--- src/rtl/key_cfg_ctrl_pkg.sv ---
// Shared types and constants for the threshold configuration controller:
// FSM states, key events, their arbitration order and the threshold ceiling.
package key_cfg_ctrl_pkg;

  localparam int unsigned THR_W = 7;
  localparam logic [THR_W-1:0] THR_MAX = 7'd99;

  typedef enum logic [1:0] {
    ST_RUN,
    ST_EDIT_HI,
    ST_EDIT_LO
  } state_e;

  typedef enum logic [2:0] {
    EV_NONE,
    EV_MODE,
    EV_OK,
    EV_UP,
    EV_DOWN
  } key_event_e;

  // Highest priority first; request bit i of arbitrate() belongs to entry i.
  localparam key_event_e PRIO_ORDER [4] = '{EV_MODE, EV_OK, EV_UP, EV_DOWN};

  function automatic key_event_e arbitrate(input logic [3:0] req);
    key_event_e ev;
    ev = EV_NONE;
    for (int i = 0; i < 4; i++) begin
      if (req[i[1:0]] && (ev == EV_NONE)) begin
        ev = PRIO_ORDER[i[1:0]];
      end
    end
    return ev;
  endfunction

endpackage

--- src/rtl/key_cfg_ctrl_key_filter.sv ---
// Push-button filter: a key held high for DEB_CNT consecutive cycles yields a
// single one-cycle pulse, then stays locked out until the key is seen low.
module key_filter #(
  parameter int DEB_CNT = 16
) (
  input  logic clk,
  input  logic rst,
  input  logic key,
  output logic pulse
);

  localparam int CNT_W = (DEB_CNT > 1) ? $clog2(DEB_CNT + 1) : 1;

  logic [CNT_W-1:0] cnt_q, cnt_d;
  logic             lock_q, lock_d;
  logic             pulse_q, pulse_d;

  always_comb begin
    cnt_d   = cnt_q;
    lock_d  = lock_q;
    pulse_d = 1'b0;
    if (!key) begin
      cnt_d  = '0;
      lock_d = 1'b0;
    end else if (!lock_q) begin
      if (cnt_q == CNT_W'(DEB_CNT - 1)) begin
        cnt_d   = '0;
        lock_d  = 1'b1;
        pulse_d = 1'b1;
      end else begin
        cnt_d = cnt_q + 1'b1;
      end
    end
  end

  always_ff @(posedge clk) begin
    if (rst) begin
      cnt_q   <= '0;
      lock_q  <= 1'b0;
      pulse_q <= 1'b0;
    end else begin
      cnt_q   <= cnt_d;
      lock_q  <= lock_d;
      pulse_q <= pulse_d;
    end
  end

  assign pulse = pulse_q;

endmodule

--- src/rtl/key_cfg_ctrl.sv ---
// Water-level threshold editor: four filtered keys drive a RUN/EDIT_HI/EDIT_LO
// machine that edits shadow copies and commits them on ok, or drops them on idle timeout.
module key_cfg_ctrl
  import key_cfg_ctrl_pkg::*;
#(
  parameter int DEB_CNT = 16,
  parameter int TIMEOUT = 50_000_000,
  parameter int HI_INIT = 80,
  parameter int LO_INIT = 20
) (
  input  logic             clk,
  input  logic             rst,
  input  logic             key_mode,
  input  logic             key_up,
  input  logic             key_down,
  input  logic             key_ok,
  output logic [THR_W-1:0] thr_hi,
  output logic [THR_W-1:0] thr_lo,
  output logic             editing,
  output logic             edit_sel,
  output logic [THR_W-1:0] shadow,
  output logic             cfg_valid,
  output logic             timeout_flag
);

  localparam int IDLE_W = (TIMEOUT > 1) ? $clog2(TIMEOUT) : 1;
  localparam logic [THR_W-1:0] HI_RST = THR_W'(HI_INIT);
  localparam logic [THR_W-1:0] LO_RST = THR_W'(LO_INIT);

  logic       pulse_mode, pulse_ok, pulse_up, pulse_down;
  key_event_e ev;

  key_filter #(.DEB_CNT(DEB_CNT)) u_filt_mode (.clk(clk), .rst(rst), .key(key_mode), .pulse(pulse_mode));
  key_filter #(.DEB_CNT(DEB_CNT)) u_filt_ok   (.clk(clk), .rst(rst), .key(key_ok),   .pulse(pulse_ok));
  key_filter #(.DEB_CNT(DEB_CNT)) u_filt_up   (.clk(clk), .rst(rst), .key(key_up),   .pulse(pulse_up));
  key_filter #(.DEB_CNT(DEB_CNT)) u_filt_down (.clk(clk), .rst(rst), .key(key_down), .pulse(pulse_down));

  // Bit order follows PRIO_ORDER so the losers of a same-cycle tie are dropped.
  assign ev = arbitrate({pulse_down, pulse_up, pulse_ok, pulse_mode});

  state_e             state_q, state_d;
  logic [THR_W-1:0]   thr_hi_q, thr_hi_d, thr_lo_q, thr_lo_d;
  logic [THR_W-1:0]   sh_hi_q, sh_hi_d, sh_lo_q, sh_lo_d;
  logic [THR_W-1:0]   shadow_q, shadow_d;
  logic [IDLE_W-1:0]  idle_q, idle_d;
  logic               editing_q, editing_d, edit_sel_q, edit_sel_d;
  logic               cfg_valid_q, cfg_valid_d, timeout_q, timeout_d;

  always_comb begin
    state_d     = state_q;
    thr_hi_d    = thr_hi_q;
    thr_lo_d    = thr_lo_q;
    sh_hi_d     = sh_hi_q;
    sh_lo_d     = sh_lo_q;
    idle_d      = idle_q;
    cfg_valid_d = 1'b0;
    timeout_d   = 1'b0;

    if (state_q == ST_RUN) begin
      idle_d = '0;
      if (ev == EV_MODE) begin
        sh_hi_d = thr_hi_q;
        sh_lo_d = thr_lo_q;
        state_d = ST_EDIT_HI;
      end
    end else if (ev != EV_NONE) begin
      // A granted event always beats a simultaneous timeout.
      idle_d = '0;
      case (ev)
        EV_MODE: state_d = (state_q == ST_EDIT_HI) ? ST_EDIT_LO : ST_EDIT_HI;
        EV_OK: begin
          thr_hi_d    = sh_hi_q;
          thr_lo_d    = sh_lo_q;
          cfg_valid_d = 1'b1;
          state_d     = ST_RUN;
        end
        EV_UP: begin
          if (state_q == ST_EDIT_HI) begin
            if (sh_hi_q < THR_MAX) sh_hi_d = sh_hi_q + 1'b1;
          end else if ((sh_lo_q + 1'b1) < sh_hi_q) begin
            sh_lo_d = sh_lo_q + 1'b1;
          end
        end
        EV_DOWN: begin
          if (state_q == ST_EDIT_HI) begin
            if (sh_hi_q > (sh_lo_q + 1'b1)) sh_hi_d = sh_hi_q - 1'b1;
          end else if (sh_lo_q != '0) begin
            sh_lo_d = sh_lo_q - 1'b1;
          end
        end
        default: ;
      endcase
    end else if (idle_q == IDLE_W'(TIMEOUT - 1)) begin
      idle_d    = '0;
      sh_hi_d   = thr_hi_q;
      sh_lo_d   = thr_lo_q;
      timeout_d = 1'b1;
      state_d   = ST_RUN;
    end else begin
      idle_d = idle_q + 1'b1;
    end

    editing_d  = (state_d != ST_RUN);
    edit_sel_d = (state_d == ST_EDIT_LO);
    case (state_d)
      ST_EDIT_HI: shadow_d = sh_hi_d;
      ST_EDIT_LO: shadow_d = sh_lo_d;
      default:    shadow_d = thr_hi_d;
    endcase
  end

  always_ff @(posedge clk) begin
    if (rst) begin
      state_q     <= ST_RUN;
      thr_hi_q    <= HI_RST;
      thr_lo_q    <= LO_RST;
      sh_hi_q     <= HI_RST;
      sh_lo_q     <= LO_RST;
      shadow_q    <= HI_RST;
      idle_q      <= '0;
      editing_q   <= 1'b0;
      edit_sel_q  <= 1'b0;
      cfg_valid_q <= 1'b0;
      timeout_q   <= 1'b0;
    end else begin
      state_q     <= state_d;
      thr_hi_q    <= thr_hi_d;
      thr_lo_q    <= thr_lo_d;
      sh_hi_q     <= sh_hi_d;
      sh_lo_q     <= sh_lo_d;
      shadow_q    <= shadow_d;
      idle_q      <= idle_d;
      editing_q   <= editing_d;
      edit_sel_q  <= edit_sel_d;
      cfg_valid_q <= cfg_valid_d;
      timeout_q   <= timeout_d;
    end
  end

  assign thr_hi       = thr_hi_q;
  assign thr_lo       = thr_lo_q;
  assign editing      = editing_q;
  assign edit_sel     = edit_sel_q;
  assign shadow       = shadow_q;
  assign cfg_valid    = cfg_valid_q;
  assign timeout_flag = timeout_q;

endmodule

--- config.mk ---
export PLATFORM = sky130hd
export DESIGN_NAME = key_cfg_ctrl
export DESIGN_NICKNAME = d
export VERILOG_FILES = /design/src/rtl/key_cfg_ctrl_pkg.sv /design/src/rtl/key_cfg_ctrl_key_filter.sv /design/src/rtl/key_cfg_ctrl.sv
export SDC_FILE = /design/constraint.sdc
export NUM_CORES = 1
export LEC_CHECK = 0
export BUFFER_PORTS_ARGS = -buffer_cell sky130_fd_sc_hd__buf_4
export CORE_UTILIZATION = 50
export DETAILED_ROUTE_END_ITERATION = 10
export GPL_TIMING_DRIVEN = 1
export PLACE_DENSITY = 0.7
export SETUP_SLACK_MARGIN = 0.05
export SYNTH_ARGS = -nofsm -noshare
export SYNTH_HDL_FRONTEND = slang
export SYNTH_HIERARCHICAL = 1
export SYNTH_SLANG_ARGS = --single-unit
--- constraint.sdc ---
create_clock -name clk -period 3 [get_ports clk]
set_input_delay 0 -clock clk [delete_from_list [all_inputs] [get_ports clk]]
set_output_delay 0 -clock clk [all_outputs]
set_load 0.02 [all_outputs]
# --- Word level (Yosys, flattened, before mapping) ---
# Index checks and enable logic that the tools add are counted.
word_totals:
  ff_bits: 95
  latchBits: 0
  mem_bits_rw: 0
  romBits: 0
  output_inout_bits: 25
  mem_count: 0
classes:
  add_sub_neg: 9
  mul: 0
  div: 0
  order_cmp: 3
  eq_ne: 12
  shift: 0
  muxes: 46
  bitwise_logic: 6
  n_reduce_logical: 22
ops:
  columns: ["op", "count"]
  rows:
  - ["2-to-1 mux 7 bit", 19]
  - ["case mux 7 bit (2 select lines)", 3]
  - ["adder 26 x 1 -> 26 bit, second input constant", 1]
  - ["equality test 26 bit, second input constant", 1]
  - ["adder 5 x 1 -> 5 bit, second input constant", 4]
  - ["equality test 5 x 4 -> 1 bit, second input constant", 4]
  - ["2-to-1 mux 5 bit", 4]
  - ["OR reduction 3 bit", 6]
  - ["adder 7 x 1 -> 7 bit, second input constant", 2]
  - ["subtractor 7 x 1 -> 7 bit, second input constant", 2]
  - ["2-to-1 mux 2 bit", 6]
  - ["2-to-1 mux 1 bit", 11]
  - ["logical NOT 3 bit", 3]
  - ["OR reduction 2 bit", 4]
  - ["greater-than comparator 7 bit", 1]
  - ["< comparator 7 bit", 1]
  - ["< comparator 7 bit, second input constant", 1]
  - ["nonzero test 7 bit", 1]
  - ["equality test 3 x 2 -> 1 bit, second input constant", 2]
  - ["2-to-1 mux 3 bit", 2]
  - ["inverter 1 bit", 6]
  - ["equality test 2 x 1 -> 1 bit, second input constant", 2]
  - ["case mux 2 bit (2 select lines)", 1]
  - ["OR reduction 4 bit", 1]
  - ["8 further kinds", 10]

# --- Depth between registers and ports, before layout ---
logic_depth:
  depth_word: 16
  ltp_mapped: 13

# --- By module ---
# Netlist, hierarchy kept.
modules_own_cells:
  columns: ["mod", "n_inst", "cells_per_inst", "area_per_inst_um2"]
  rows:
  - ["key_cfg_ctrl", 1, 520, 4083.9]
  - ["key_filter", 4, 29, 277.8]

# --- Worst setup path after synthesis ---
# No wires, ideal clock.
synth_path:
  kind: "reg-to-reg"
  startpoint: "register idle_q[8]"
  endpoint: "register shadow_q[1], in the netlist shadow[1]"
  setup_ps: 120
  arrival_time_ps: 3025
  required_ps: 2880
  path_slack_ps: -145
  path_stages_with_launch: 12
  n_path_buf: 0
  synth_period_minus_slack_ps: 3145
  path_cell_list: "dfxtp_1 or4_4 nor4_4 nand2_2 or3_1 a32oi_1 ha_1 inv_1 nor2_1 nor2_1 nor2b_1 a211o_1"
synth_via:
  elab_chain_len: 6
synth_lines:
  columns: ["item", "line", "text"]
  rows:
  - ["from (decl)", "key_cfg_ctrl.sv:45", "logic [IDLE_W-1:0] idle_q, idle_d;"]
  - ["from (signal assigned)", "key_cfg_ctrl.sv:132", "idle_q <= idle_d;"]
  - ["equality test 26 bit *", "key_cfg_ctrl.sv:93", "end else if (idle_q == IDLE_W'(TIMEOUT - 1)) begin"]
  - ["2-to-1 mux 2 bit", "key_cfg_ctrl.sv:93", null]
  - ["2-to-1 mux 2 bit", "key_cfg_ctrl.sv:66", "end else if (ev != EV_NONE) begin"]
  - ["2-to-1 mux 2 bit", "key_cfg_ctrl.sv:59", "if (state_q == ST_RUN) begin"]
  - ["equality test 2 bit / equality test 2 x 1 -> 1 bit (equally long branches)", "key_cfg_ctrl.sv:105", "case (state_d)"]
  - ["case mux 7 bit (2 select lines) *", "key_cfg_ctrl.sv:105", null]
  - ["to (signal assigned)", "key_cfg_ctrl.sv:131", "shadow_q <= shadow_d;"]
  - ["to (decl)", "key_cfg_ctrl.sv:44", "logic [THR_W-1:0] shadow_q, shadow_d;"]
# Every way passes the cells marked *; elsewhere a longest branch is shown, timed or not.
# A chain may end at the register's enable or synchronous reset.

# --- Worst setup path after layout ---
layout_path:
  startpoint: "register state_q[1]"
  endpoint: "register shadow_q[4], in the netlist shadow[4]"
layout_via:
  elab_chain_len: 7
layout_lines:
  columns: ["item", "line", "text"]
  rows:
  - ["from (decl)", "key_cfg_ctrl.sv:41", "state_e state_q, state_d;"]
  - ["from (signal assigned)", "key_cfg_ctrl.sv:126", "state_q <= state_d;"]
  - ["equality test 2 x 1 -> 1 bit", "key_cfg_ctrl.sv:70, key_cfg_ctrl.sv:78, key_cfg_ctrl.sv:85", null]
  - ["2-to-1 mux 2 bit", "key_cfg_ctrl.sv:70", "EV_MODE: state_d = (state_q == ST_EDIT_HI) ? ST_EDIT_LO : ST_EDIT_HI;"]
  - ["case mux 2 bit (2 select lines)", "key_cfg_ctrl.sv:69", "case (ev)"]
  - ["2-to-1 mux 2 bit", "key_cfg_ctrl.sv:66", null]
  - ["2-to-1 mux 2 bit", "key_cfg_ctrl.sv:59", null]
  - ["equality test 2 bit / equality test 2 x 1 -> 1 bit (equally long branches)", "key_cfg_ctrl.sv:105", null]
  - ["case mux 7 bit (2 select lines) *", "key_cfg_ctrl.sv:105", null]
# Marked as above.

==> run summary <==
Syn-to-layout area delta = 21.6%
core area = 9910 sq um
chip width = 104 um
Root Buffer = clkbuf_8
Pint = 1690 uW
crit path kind = reg -> reg
Clock transition at path regs = 0.10 ns
die footprint = 10800 sq um
Rows = 36
status = completed
I/O Buffers = 30
Setup crit start kind = flop
NetSw = 490 uW
ys async rst share = 0
switch share = 0.225
syn nets = 663
crit path DAT = 3.15 ns
CP Max Fanout = 14
CTS Buf Count = 9
Yosys top cell area share = 0.366
clock sink total = 95
synth top area cells = dfxtp_1, nor2_1, ha_1
Avg WL per Cell = 17.1 um
static leakage = 0.00231 uW
EDFF count, synth = 0
Max Freq = 0.350 GHz
RSZ-0062 raised after global routing = yes
worst endpoint required time = 3.29 ns
total global-route track usage = 0.271
Final Max Slew Viols = 0
cell with the most instances after synthesis = dfxtp_1
initial antenna violation count = 0
fin crit share = 0.953
list of most frequent post-synthesis cells = dfxtp_1, nor2_1, nand2_1
register bit total from synthesis = 95
overall routed net length = 14600 um
post-synthesis sequential area ratio = 0.366
Hold Path Class = in -> reg
Residual DRC = 0
Clock Skew = 0.0144 ns
I/O pin cnt = 31
post-route antenna net violation count = 0
synth warn = 6
layout cells sized above 1 = 0.209
Slew HR = 0.301
vias in the first global route = 4658
Worst-Skew Late Latency = 0.37 ns
vias per cell = 5.90
Max-Cap Viols = 0
first-pass GRT wire length = 23400 um
setup ws final = 0.140 ns
Crit. End Element = flop
final setup fails = 0
post-route minimum period = 2.86 ns
Final #Nets = 741
H-Tree Depth = 3
DR vias = 5025
Reg power frac = 0.582
Post-DP HPWL = 10700 um
Main synth FF type = dfxtp_1
Synth Instances = 636
post-synth top area cell = dfxtp_1
power per cell area = 345 nW/um^2
Final Hold Fails = 0
CTS max path bufs = 2
Placement Setup Slack = -0.0342 ns
GPL Wtd Cong = 0.974
Mapped Area = 5190 sq um
Clk pwr share = 0.401
antenna diode count = 0
synth unique cells = 69
Initial Util = 0.524
mean post-synth cell area = 8.17 sq um
Worst Max-Slew Pin Slew = 1.04 ns
Die Ht = 104 um
largest net degree at the start of global routing = 46
drt pass-1 iters = 5
Congestion Overflow GR = 0
DRT iter0 DRCs = 524
overall power = 2180 uW
worst IR drop on VDD = 271 uV
CTS tree = built
Logic pwr share = 0.017
kinds of logic after synthesis:
logic type      Yosys count  share of synthesized area
buf+inv                  44                     0.0328
xor+xnor                 37                     0.0624
compound gates          123                      0.165
flops                    95                      0.366
fa+ha+maj                21                     0.0506
simple gates            307                      0.306
mux                       9                     0.0176
flip-flops by register name (all words and copies together) (netlist names), 5 cells and up:
signal	cells
shadow	7
thr_lo	7
u_filt_mode/cnt_q	5
u_filt_down/cnt_q	5
sh_lo_q	7
thr_hi	7
sh_hi_q	7
u_filt_up/cnt_q	5
idle_q	26
u_filt_ok/cnt_q	5
power groups by stage:
| stage | Sequential (uW) | Combinational (uW) | Clock [uW] |
|---|---|---|---|
| floorplan | 1300 | 22.2 | 0 |
| global placement | 1300 | 32.5 | 0 |
| detailed placement | 1300 | 33.9 | 0 |
| CTS | 1270 | 37.2 | 889 |
| global route | 1270 | 41.6 | 951 |
| finish | 1270 | 37.0 | 875 |
stage by stage:
step	setup TNS (ns)	instances	util	hold slack, ns	instance area [sq um]
final	0	852	0.637	0.00637	6320
after global routing	-0.0586	852	0.637	0.0232	6320
after CTS	0	843	0.621	0.0000796	6160
after detailed placement	-0.0342	822	0.594	0.354	5890
after global placement	0	822	0.594	0.350	5890
after floorplan	0	636	-	0.213	5230
routing by layer:
metal	global-route usage	vias up	wire, um
li1	-	2445	-
met1	0.373	2322	6440
met2	0.409	226	6470
met3	0.0589	32	1300
met4	0.114	0	350
met5	0	-	0
path summary, 6_finish.rpt:
path / startpoint / to / slack [ns] / cells after the start
worst max-delay path: state_q[1]$_SDFF_PP0_ / shadow[4]$_SDFF_PP1_ / 0.14 / 8
worst min-delay path: key_down / u_filt_down/cnt_q[2]$_SDFFE_PP0N_ / 0.006 / 3
worst max register to register: state_q[1]$_SDFF_PP0_ / shadow[4]$_SDFF_PP1_ / 0.14 / 8
worst min register to register: u_filt_up/cnt_q[4]$_SDFFE_PP0N_ / u_filt_up/pulse$_SDFF_PP0_ / 0.44 / 1
critical path, cell delays in order, from the launching register on:
cell and delay (ns):
dfxtp_1 0.40, nor2_1 0.83, o21ai_0 0.16, a21oi_1 0.59, o21ai_0 0.20, a31oi_1 0.21, a211oi_2 0.08, buf_4 0.16
o221ai_2 0.16
cell usage in the layout, fill, tap and decap left out, types with 6 or more instances in the layout:
cell type,n
clkbuf_8,10
xnor2_1,18
o21ai_0,10
xor2_1,19
nand2_1,69
nor3_1,13
o22ai_1,6
o211ai_1,9
buf_4,89
nand3b_1,6
dfxtp_2,6
nand3_1,27
and3_1,9
a31oi_1,10
a21oi_1,32
dfxtp_1,89
nor2_1,75
mux2i_1,8
nand4b_1,8
or3_1,10
nor2b_1,19
inv_1,18
nand4_1,10
nand2b_1,23
ha_1,19
layout make-up:
class / count / area (sq um)
fill: 834 / 3590
multi-input combinational: 497 / 3260
sequential: 95 / 1910
timing repair buffer: 92 / 698
tap: 133 / 166
clock buffer: 10 / 138
inverter: 19 / 73.8
clock inverter: 6 / 67.6
repair_timing:
item	CTS	global route
gates resized for setup	4	27
hold endpoints to repair	7	0
hold buffers	3	0
setup endpoints to repair	5	15
setup buffers	2	9
pin swaps	5	11
cloned	0	0
(Power assumes the default switching activity.)
